--- config.mk ---
export PLATFORM = sky130hd
export DESIGN_NAME = div_ratio_meter
export DESIGN_NICKNAME = d
export VERILOG_FILES = /design/src/rtl/div_meter_pkg.sv /design/src/rtl/rise_det.sv /design/src/rtl/div_ratio_meter.sv
export SDC_FILE = /design/constraint.sdc
export NUM_CORES = 1
export LEC_CHECK = 0
export ABC_AREA = 1
export CORE_MARGIN = 8
export CORE_UTILIZATION = 40
export CTS_CLUSTER_SIZE = 30
export DETAILED_ROUTE_END_ITERATION = 16
export GPL_TIMING_DRIVEN = 1
export RECOVER_POWER = 25
export SETUP_SLACK_MARGIN = 0.05
export SYNTH_ARGS = -nofsm -noshare
export SYNTH_HDL_FRONTEND = slang
export SYNTH_SLANG_ARGS = --single-unit
--- constraint.sdc ---
create_clock -name clk_in -period 2.15 [get_ports clk_in]
set_clock_uncertainty 0.15 [all_clocks]
set_input_delay 0.3225 -clock clk_in [delete_from_list [all_inputs] [get_ports clk_in]]
set_output_delay 0.3225 -clock clk_in [all_outputs]
set_load 0.02 [all_outputs]
--- src/rtl/div_meter_pkg.sv ---
// Shared types and default sizing for the divider-ratio monitors.
package div_meter_pkg;

  typedef enum logic [1:0] {
    IDLE      = 2'd0,
    WAIT_EDGE = 2'd1,
    MEASURE   = 2'd2
  } meter_state_t;

  localparam int DM_CNT_W  = 8;
  localparam int DM_LOCK_N = 4;

endpackage

--- src/rtl/rise_det.sv ---
// Rising-edge detector for a signal already synchronous to clk_in.
module rise_det (
  input  logic clk_in,
  input  logic rst_n,
  input  logic sig_in,
  output logic rise
);

  logic sig_q;

  // Previous sample of sig_in.
  always_ff @(posedge clk_in) begin
    if (!rst_n) begin
      sig_q <= 1'b0;
    end else begin
      sig_q <= sig_in;
    end
  end

  assign rise = sig_in & ~sig_q;

endmodule

--- src/rtl/div_ratio_meter.sv ---
// Measures period and high time of a divided clock in clk_in cycles and
// flags lock once LOCK_N consecutive measurements agree.
module div_ratio_meter
  import div_meter_pkg::*;
#(
  parameter int CNT_W  = DM_CNT_W,
  parameter int LOCK_N = DM_LOCK_N
) (
  input  logic             clk_in,
  input  logic             rst_n,
  input  logic             en,
  input  logic             sig_in,
  output logic [CNT_W-1:0] period,
  output logic [CNT_W-1:0] high_time,
  output logic             valid,
  output logic             locked,
  output logic             overflow
);

  localparam int                 MATCH_W    = $clog2(LOCK_N + 1);
  localparam logic [CNT_W-1:0]   CNT_MAX    = {CNT_W{1'b1}};
  localparam logic [MATCH_W-1:0] MATCH_FULL = MATCH_W'(LOCK_N);

  meter_state_t       state_r;
  logic [CNT_W-1:0]   cnt_r;
  logic [CNT_W-1:0]   hi_cnt_r;
  logic [MATCH_W-1:0] match_r;
  logic [MATCH_W-1:0] next_match_s;
  logic               same_s;
  logic               rise_s;

  rise_det u_rise_det (
    .clk_in (clk_in),
    .rst_n  (rst_n),
    .sig_in (sig_in),
    .rise   (rise_s)
  );

  // Match count that would result if the current window closed this cycle.
  always_comb begin
    same_s = (cnt_r == period) && (hi_cnt_r == high_time);
    if (!same_s) begin
      next_match_s = MATCH_W'(1);
    end else if (match_r == MATCH_FULL) begin
      next_match_s = match_r;
    end else begin
      next_match_s = match_r + MATCH_W'(1);
    end
  end

  // Measurement FSM, counters, lock tracker and output registers.
  always_ff @(posedge clk_in) begin
    if (!rst_n) begin
      state_r   <= IDLE;
      cnt_r     <= '0;
      hi_cnt_r  <= '0;
      match_r   <= '0;
      period    <= '0;
      high_time <= '0;
      valid     <= 1'b0;
      locked    <= 1'b0;
      overflow  <= 1'b0;
    end else begin
      valid <= 1'b0;
      if (!en) begin
        // Disable beats any concurrent edge; results and overflow are kept.
        state_r  <= IDLE;
        cnt_r    <= '0;
        hi_cnt_r <= '0;
        match_r  <= '0;
        locked   <= 1'b0;
      end else begin
        case (state_r)
          IDLE: begin
            state_r <= WAIT_EDGE;
          end
          WAIT_EDGE: begin
            if (rise_s) begin
              cnt_r    <= CNT_W'(1);
              hi_cnt_r <= CNT_W'(1);
              state_r  <= MEASURE;
            end
          end
          MEASURE: begin
            if (rise_s) begin
              period    <= cnt_r;
              high_time <= hi_cnt_r;
              valid     <= 1'b1;
              overflow  <= 1'b0;
              cnt_r     <= CNT_W'(1);
              hi_cnt_r  <= CNT_W'(1);
              match_r   <= next_match_s;
              locked    <= (next_match_s == MATCH_FULL);
            end else if (cnt_r == CNT_MAX) begin
              overflow <= 1'b1;
              locked   <= 1'b0;
              match_r  <= '0;
              cnt_r    <= '0;
              hi_cnt_r <= '0;
              state_r  <= WAIT_EDGE;
            end else begin
              cnt_r    <= cnt_r + CNT_W'(1);
              hi_cnt_r <= hi_cnt_r + CNT_W'(sig_in);
            end
          end
          default: begin
            state_r <= IDLE;
          end
        endcase
      end
    end
  end

endmodule

Word level (Yosys, flattened, before mapping)
Index checks and enable logic that the tools add are counted.

storage, ports and cells
  input bits = 4
  register bits = 41
  logic and storage cells = 56

operators by class
  add/subtract/negate cells = 3
  reduce and logical (&&, ||, !) cells = 11
  eq/ne operators = 10
  mux-type cells = 20
  bitwise logic cells = 2

operators with widths
  kind                 count
  $mux 8               5
  $pmux 8 s2           2
  $eq 8x8->1           2
  $mux 3               4
  $reduce_and 3->1     4
  $add 8x1->8          1
  $add 8x1->8 const B  1
  $eq 8x8->1 const B   1
  $eq 3x3->1 const B   2
  $mux 2               3
  $ne 2x2->1 const B   3
  $pmux 2 s3           1
  $reduce_and 2->1     3
  $mux 1               5
  $reduce_bool 2->1    2
  $add 3x1->3 const B  1
  $eq 2x1->1 const B   1
  $eq 2x2->1 const B   1
  $logic_not 2->1      1
  $and 1x1->1          1
  $logic_and 1x1->1    1
  $not 1->1            1

Depth between registers and ports, before layout
  depth after elaboration = 5
  depth in mapped cells = 10

Hierarchy
A second synthesis with hierarchy kept.

second synthesis, totals
  cell total of the unflattened synthesis = 312
  area, all modules = 2,114.5 um^2

modules (own cells, without submodules)
  module           cells each  area an instance (um^2)  instances
  div_ratio_meter  307         2,077.0                  1
  rise_det         5           37.5                     1

Least setup slack after synthesis
No wires, ideal clock.

  path kind = flip-flop to flip-flop
  start point = register cnt_r[0]
  end point = register cnt_r[7]
  data arrival time = 1.268 ns
  path buffers = 0
  setup slack = 0.600 ns
  required time = 1.868 ns
  clock period less this slack = 1.550 ns
  stages on the path, launching flop included = 11
  cells stage by stage = dfxtp_1 -> ha_1 -> nand2_2 -> nor2_2 -> nand2_2 -> nor2_4 -> nand2_1 -> nand2_2 -> inv_2 -> o211ai_1 -> a21oi_1

on the way
  longest elaborated chain between the ends = 4
  elaborated cells between the ends (all ways) = 5
  those cells by class = 1 x add/sub; 1 x eq/ne; 3 x mux

ends and longest elaborated chain
  what                                       line                                           RTL
  start: declaration                         div_ratio_meter.sv:25                          logic [CNT_W-1:0] cnt_r;
  start signal: assignment                   div_ratio_meter.sv:102                         cnt_r <= cnt_r + CNT_W'(1);
  $add 8x1->8 or $eq 8x8->1 (tied branches)  div_ratio_meter.sv:102, div_ratio_meter.sv:94
  $mux 8 *                                   div_ratio_meter.sv:94                          end else if (cnt_r == CNT_MAX) begin
  $mux 8 *                                   div_ratio_meter.sv:85                          if (rise_s) begin
  $pmux 8 s2 *                               div_ratio_meter.sv:73                          case (state_r)

Mark *: on every way between the ends. The rest lies on a longest branch, timed or not.
A chain may end at the register's enable or synchronous reset.

Worst setup path after layout
  start point = input sig_in
  end point = register overflow

on the way
  longest elaborated chain between the ends = 3
  elaborated cells between the ends (all ways) = 4
  those cells by class = 1 x mux; 1 x bitwise; 2 x reduce/logical

ends and longest elaborated chain
  what                         line                   RTL
  start: declaration           div_ratio_meter.sv:12  input logic sig_in,
  $and 1x1->1 *                rise_det.sv:20         assign rise = sig_in & ~sig_q;
  $reduce_bool 2->1 (no line)  --
  $reduce_and 3->1 (no line)   --
  end signal: assignment       div_ratio_meter.sv:62  overflow <= 1'b0;
  end signal: assignment       div_ratio_meter.sv:89  overflow <= 1'b0;
  end signal: assignment       div_ratio_meter.sv:95  overflow <= 1'b1;
  end: declaration             div_ratio_meter.sv:17  output logic overflow

Marked as above.

==> results.yml <==
outcome:
  status: "finished clean"
global_routing:
  antenna_found_initial: 0
  grt_start_max_net_pins: 19
  grtUsageTotal_pct: 13.9
  grt_pass1_vias: 1712
  grt.overflow.total: 0
  grt_pass1_wl_um: 8350
power_and_ir_drop:
  power.internal_uw: 1160
  p_seq_share_pct: 52.0
  switching_share_pct: 21.4
  switchingPower_uw: 315
  p_leak_uw: 0.000928
  clockPowerShare_pct: 44.0
  ir_drop_uv: 336
  power_density_nw_per_um2: 590
  comb_power_share_pct: 4.0
clock_tree:
  cts_resized: 0
  cts_hold_buf: 0
  cts_buffers: 5
  cts_buffer_depth: 2
  path_clk_slew_ns: 0.08
  cts.sinks: 41
  clock_latency_ns: 0.29
  cts_tree: "yes"
  post-cts-setup-buffers: 0
  htreeDepth: 2
  cts.root.buffer_cell: "clkbuf_8"
drt:
  firstDrtPassIters: 4
  ant_nets: 0
  num_vias: 1817
  totalWireLength_um: 5030
  drt_iter0_drc: 82
  post-route-drc-count: 0
  via_per_inst: 4.85
  wl_per_cell_um: 13.4
logic_synthesis:
  ys_seq_area_share_pct: 39.6
  syn_nets: 283
  yosysWarnings: 0
  avgSynthCellArea_um2: 7.56
  syn_area_um2: 2070
  synth_seq_cells: 41
  synth_cell_types: 31
  synth_cells: 274
cells_and_area:
  nNetsFinal: 313
  final_common_cell: "nand2_1"
  drive_gt1_share_pct: 13.4
  final_cell_mix: "67 x nand2_1, 41 x dfxtp_1, 34 x inv_1, 22 x nand3_1, 21 x clkdlybuf4s50_1"
  area_growth_syn_to_layout_pct: 20.6
  stdcell_area_um2: 2500
  nFillCells: 499
  diodes: 0
floorplanning:
  rows: 26
  core_um2: 5040
  die_x_um: 88.0
  die_area_um2: 7740
  boundaryPins: 23
  die_y_um: 88.0
  initial_core_util_pct: 41.1
placed_design:
  hpwlAfterDp_um: 3760
  port_buffers: 22
  place_area_um2: 2390
  gp_congestion: 0.853
job:
  drv_cap: 0
critical_path:
  cp-start-kind: "input port"
  r2r-end: "cnt_r[2]"
  crit_arrival_ns: 2.04
  endpoint_kind: "flop"
  r2r-start: "cnt_r[0]"
  ff2ff_setup_slack_ns: 0.34
  critPathKind: "input port to flop"
  worstPathMaxFanout: 8
  worstPathRequired_ns: 2.19
  r2r_cells: 10
worst_hold_path:
  holdPathStages: 1
  hp-start: "overflow"
  hold_path_class: "flop to flop"
  holdPathEnd: "overflow"
sta:
  hold_viol: 0
  max_slew_margin_pct: 51.2
  grt_setup_unrepaired: "false"
  clock.fmax_mhz: 500
  setup_violations: 0
  layout_min_cycle_time_ns: 2.00
  drv_slew: 0
  finalCritPeriodShare_pct: 93.0
  whs_ns: 0.328
  worstMarginPinSlew_ns: 0.731
## sequential cells by signal, summed over array words and instances, names as in the netlist
| register | flops |
|---|---|
| cnt_r | 8 |
| hi_cnt_r | 8 |
| high_time | 8 |
| locked | 1 |
| match_r | 3 |
| overflow | 1 |
| period | 8 |
| state_r | 2 |
| u_rise_det.sig_q | 1 |
| valid | 1 |
## power groups by stage
stage	clock (uW)	combinational, uW	sequential (uW)
floorplan	0	38.0	783
global placement	0	61.3	783
detailed placement	0	61.7	783
CTS	662	62.0	765
global route	692	64.6	766
finish	649	58.7	765
## cells by family after synthesis
logic type / count (synthesis) / synth area share, %
AOI/OAI and AO/OA: 49 / 15.9
xor gates and xnor gates: 12 / 5.08
adders and majority gates: 5 / 3.02
buffers and inverters: 45 / 8.76
DFF: 41 / 39.6
and+or+nand+nor: 122 / 27.6
## critical path: stages
cell	delay (ns)
clkdlybuf4s50_1	0.51
inv_1	0.08
nor2_4	0.12
inv_2	0.09
nor2_4	0.13
nand2_1	0.16
nand2_1	0.41
o21ba_1	0.21
## cells in the mapped netlist
cell      number  area (um^2)
nand2_1       65          244
dfxtp_1       41          821
inv_1         31          116
nand3_1       22          110
a21oi_1       19         95.1
nor2_1        13         48.8
o21ai_0       10         50.1
xnor2_1       10         87.6
inv_2          8         30.0
o22ai_2        7         87.6
ha_1           5         62.6
nand2_2        5         31.3
nand4_1        4         25.0
nor2_4         4         45.0
o21ai_2        4         35.0
nor2_2         3         18.8
nor3_1         3         15.0
a211oi_1       2         15.0
buf_2          2         10.0
clkbuf_1       2         7.51
o21ai_1        2         10.0
o22ai_1        2         12.5
xor2_1         2         17.5
a31oi_1        1         6.26
and3_1         1         6.26
buf_6          1         11.3
inv_4          1         6.26
nand2_4        1         11.3
nor3_4         1         16.3
o211ai_1       1         7.51
o21ba_1        1         10.0
## metal layers
layer | track usage [%] | wire, um | up-vias
li1 | - | - | 950
met3 | 3.00 | 314 | 11
met5 | 0 | 0 | -
met2 | 22.7 | 2320 | 49
met4 | 5.47 | 80 | 0
met1 | 17.2 | 2320 | 807
## through the flow
step | power, uW | setup TNS [ns] | utilization [%] | std cells | worst slack (ns)
final | 1470 | 0 | 49.5 | 375 | 0.150
after global routing | 1520 | 0 | 49.5 | 375 | 0.0516
after CTS | 1490 | 0 | 49.8 | 375 | 0.277
after detailed placement | 845 | -0.0148 | 47.5 | 367 | -0.0148
after global placement | 845 | 0 | 47.5 | 367 | 0.0591
after floorplan | 821 | 0 | - | 274 | 0.600
## how the worst max path moves through the flow
stage	from	end	slack [ns]	cells past startpoint
final	sig_in	overflow	0.15	8
after global routing	sig_in	overflow	0.05	8
after CTS	sig_in	hi_cnt_r[7]	0.28	8
after detailed placement	sig_in	hi_cnt_r[6]	-0.01	9
after global placement	sig_in	hi_cnt_r[6]	0.06	9
after floorplan	cnt_r[0]	cnt_r[7]	0.60	10
## final cells by class
| type | count | area [um^2] | area share, % |
|---|---|---|---|
| clock buffers | 7 | 86.3 | 3.46 |
| clock inverters | 1 | 30.0 | 1.20 |
| inverters | 40 | 153 | 6.11 |
| multi-input cells | 188 | 1060 | 42.4 |
| flip-flops and latches | 41 | 821 | 32.9 |
| well taps | 70 | 87.6 | 3.51 |
| repair buffers | 28 | 262 | 10.5 |
(Power assumes the default switching activity.)
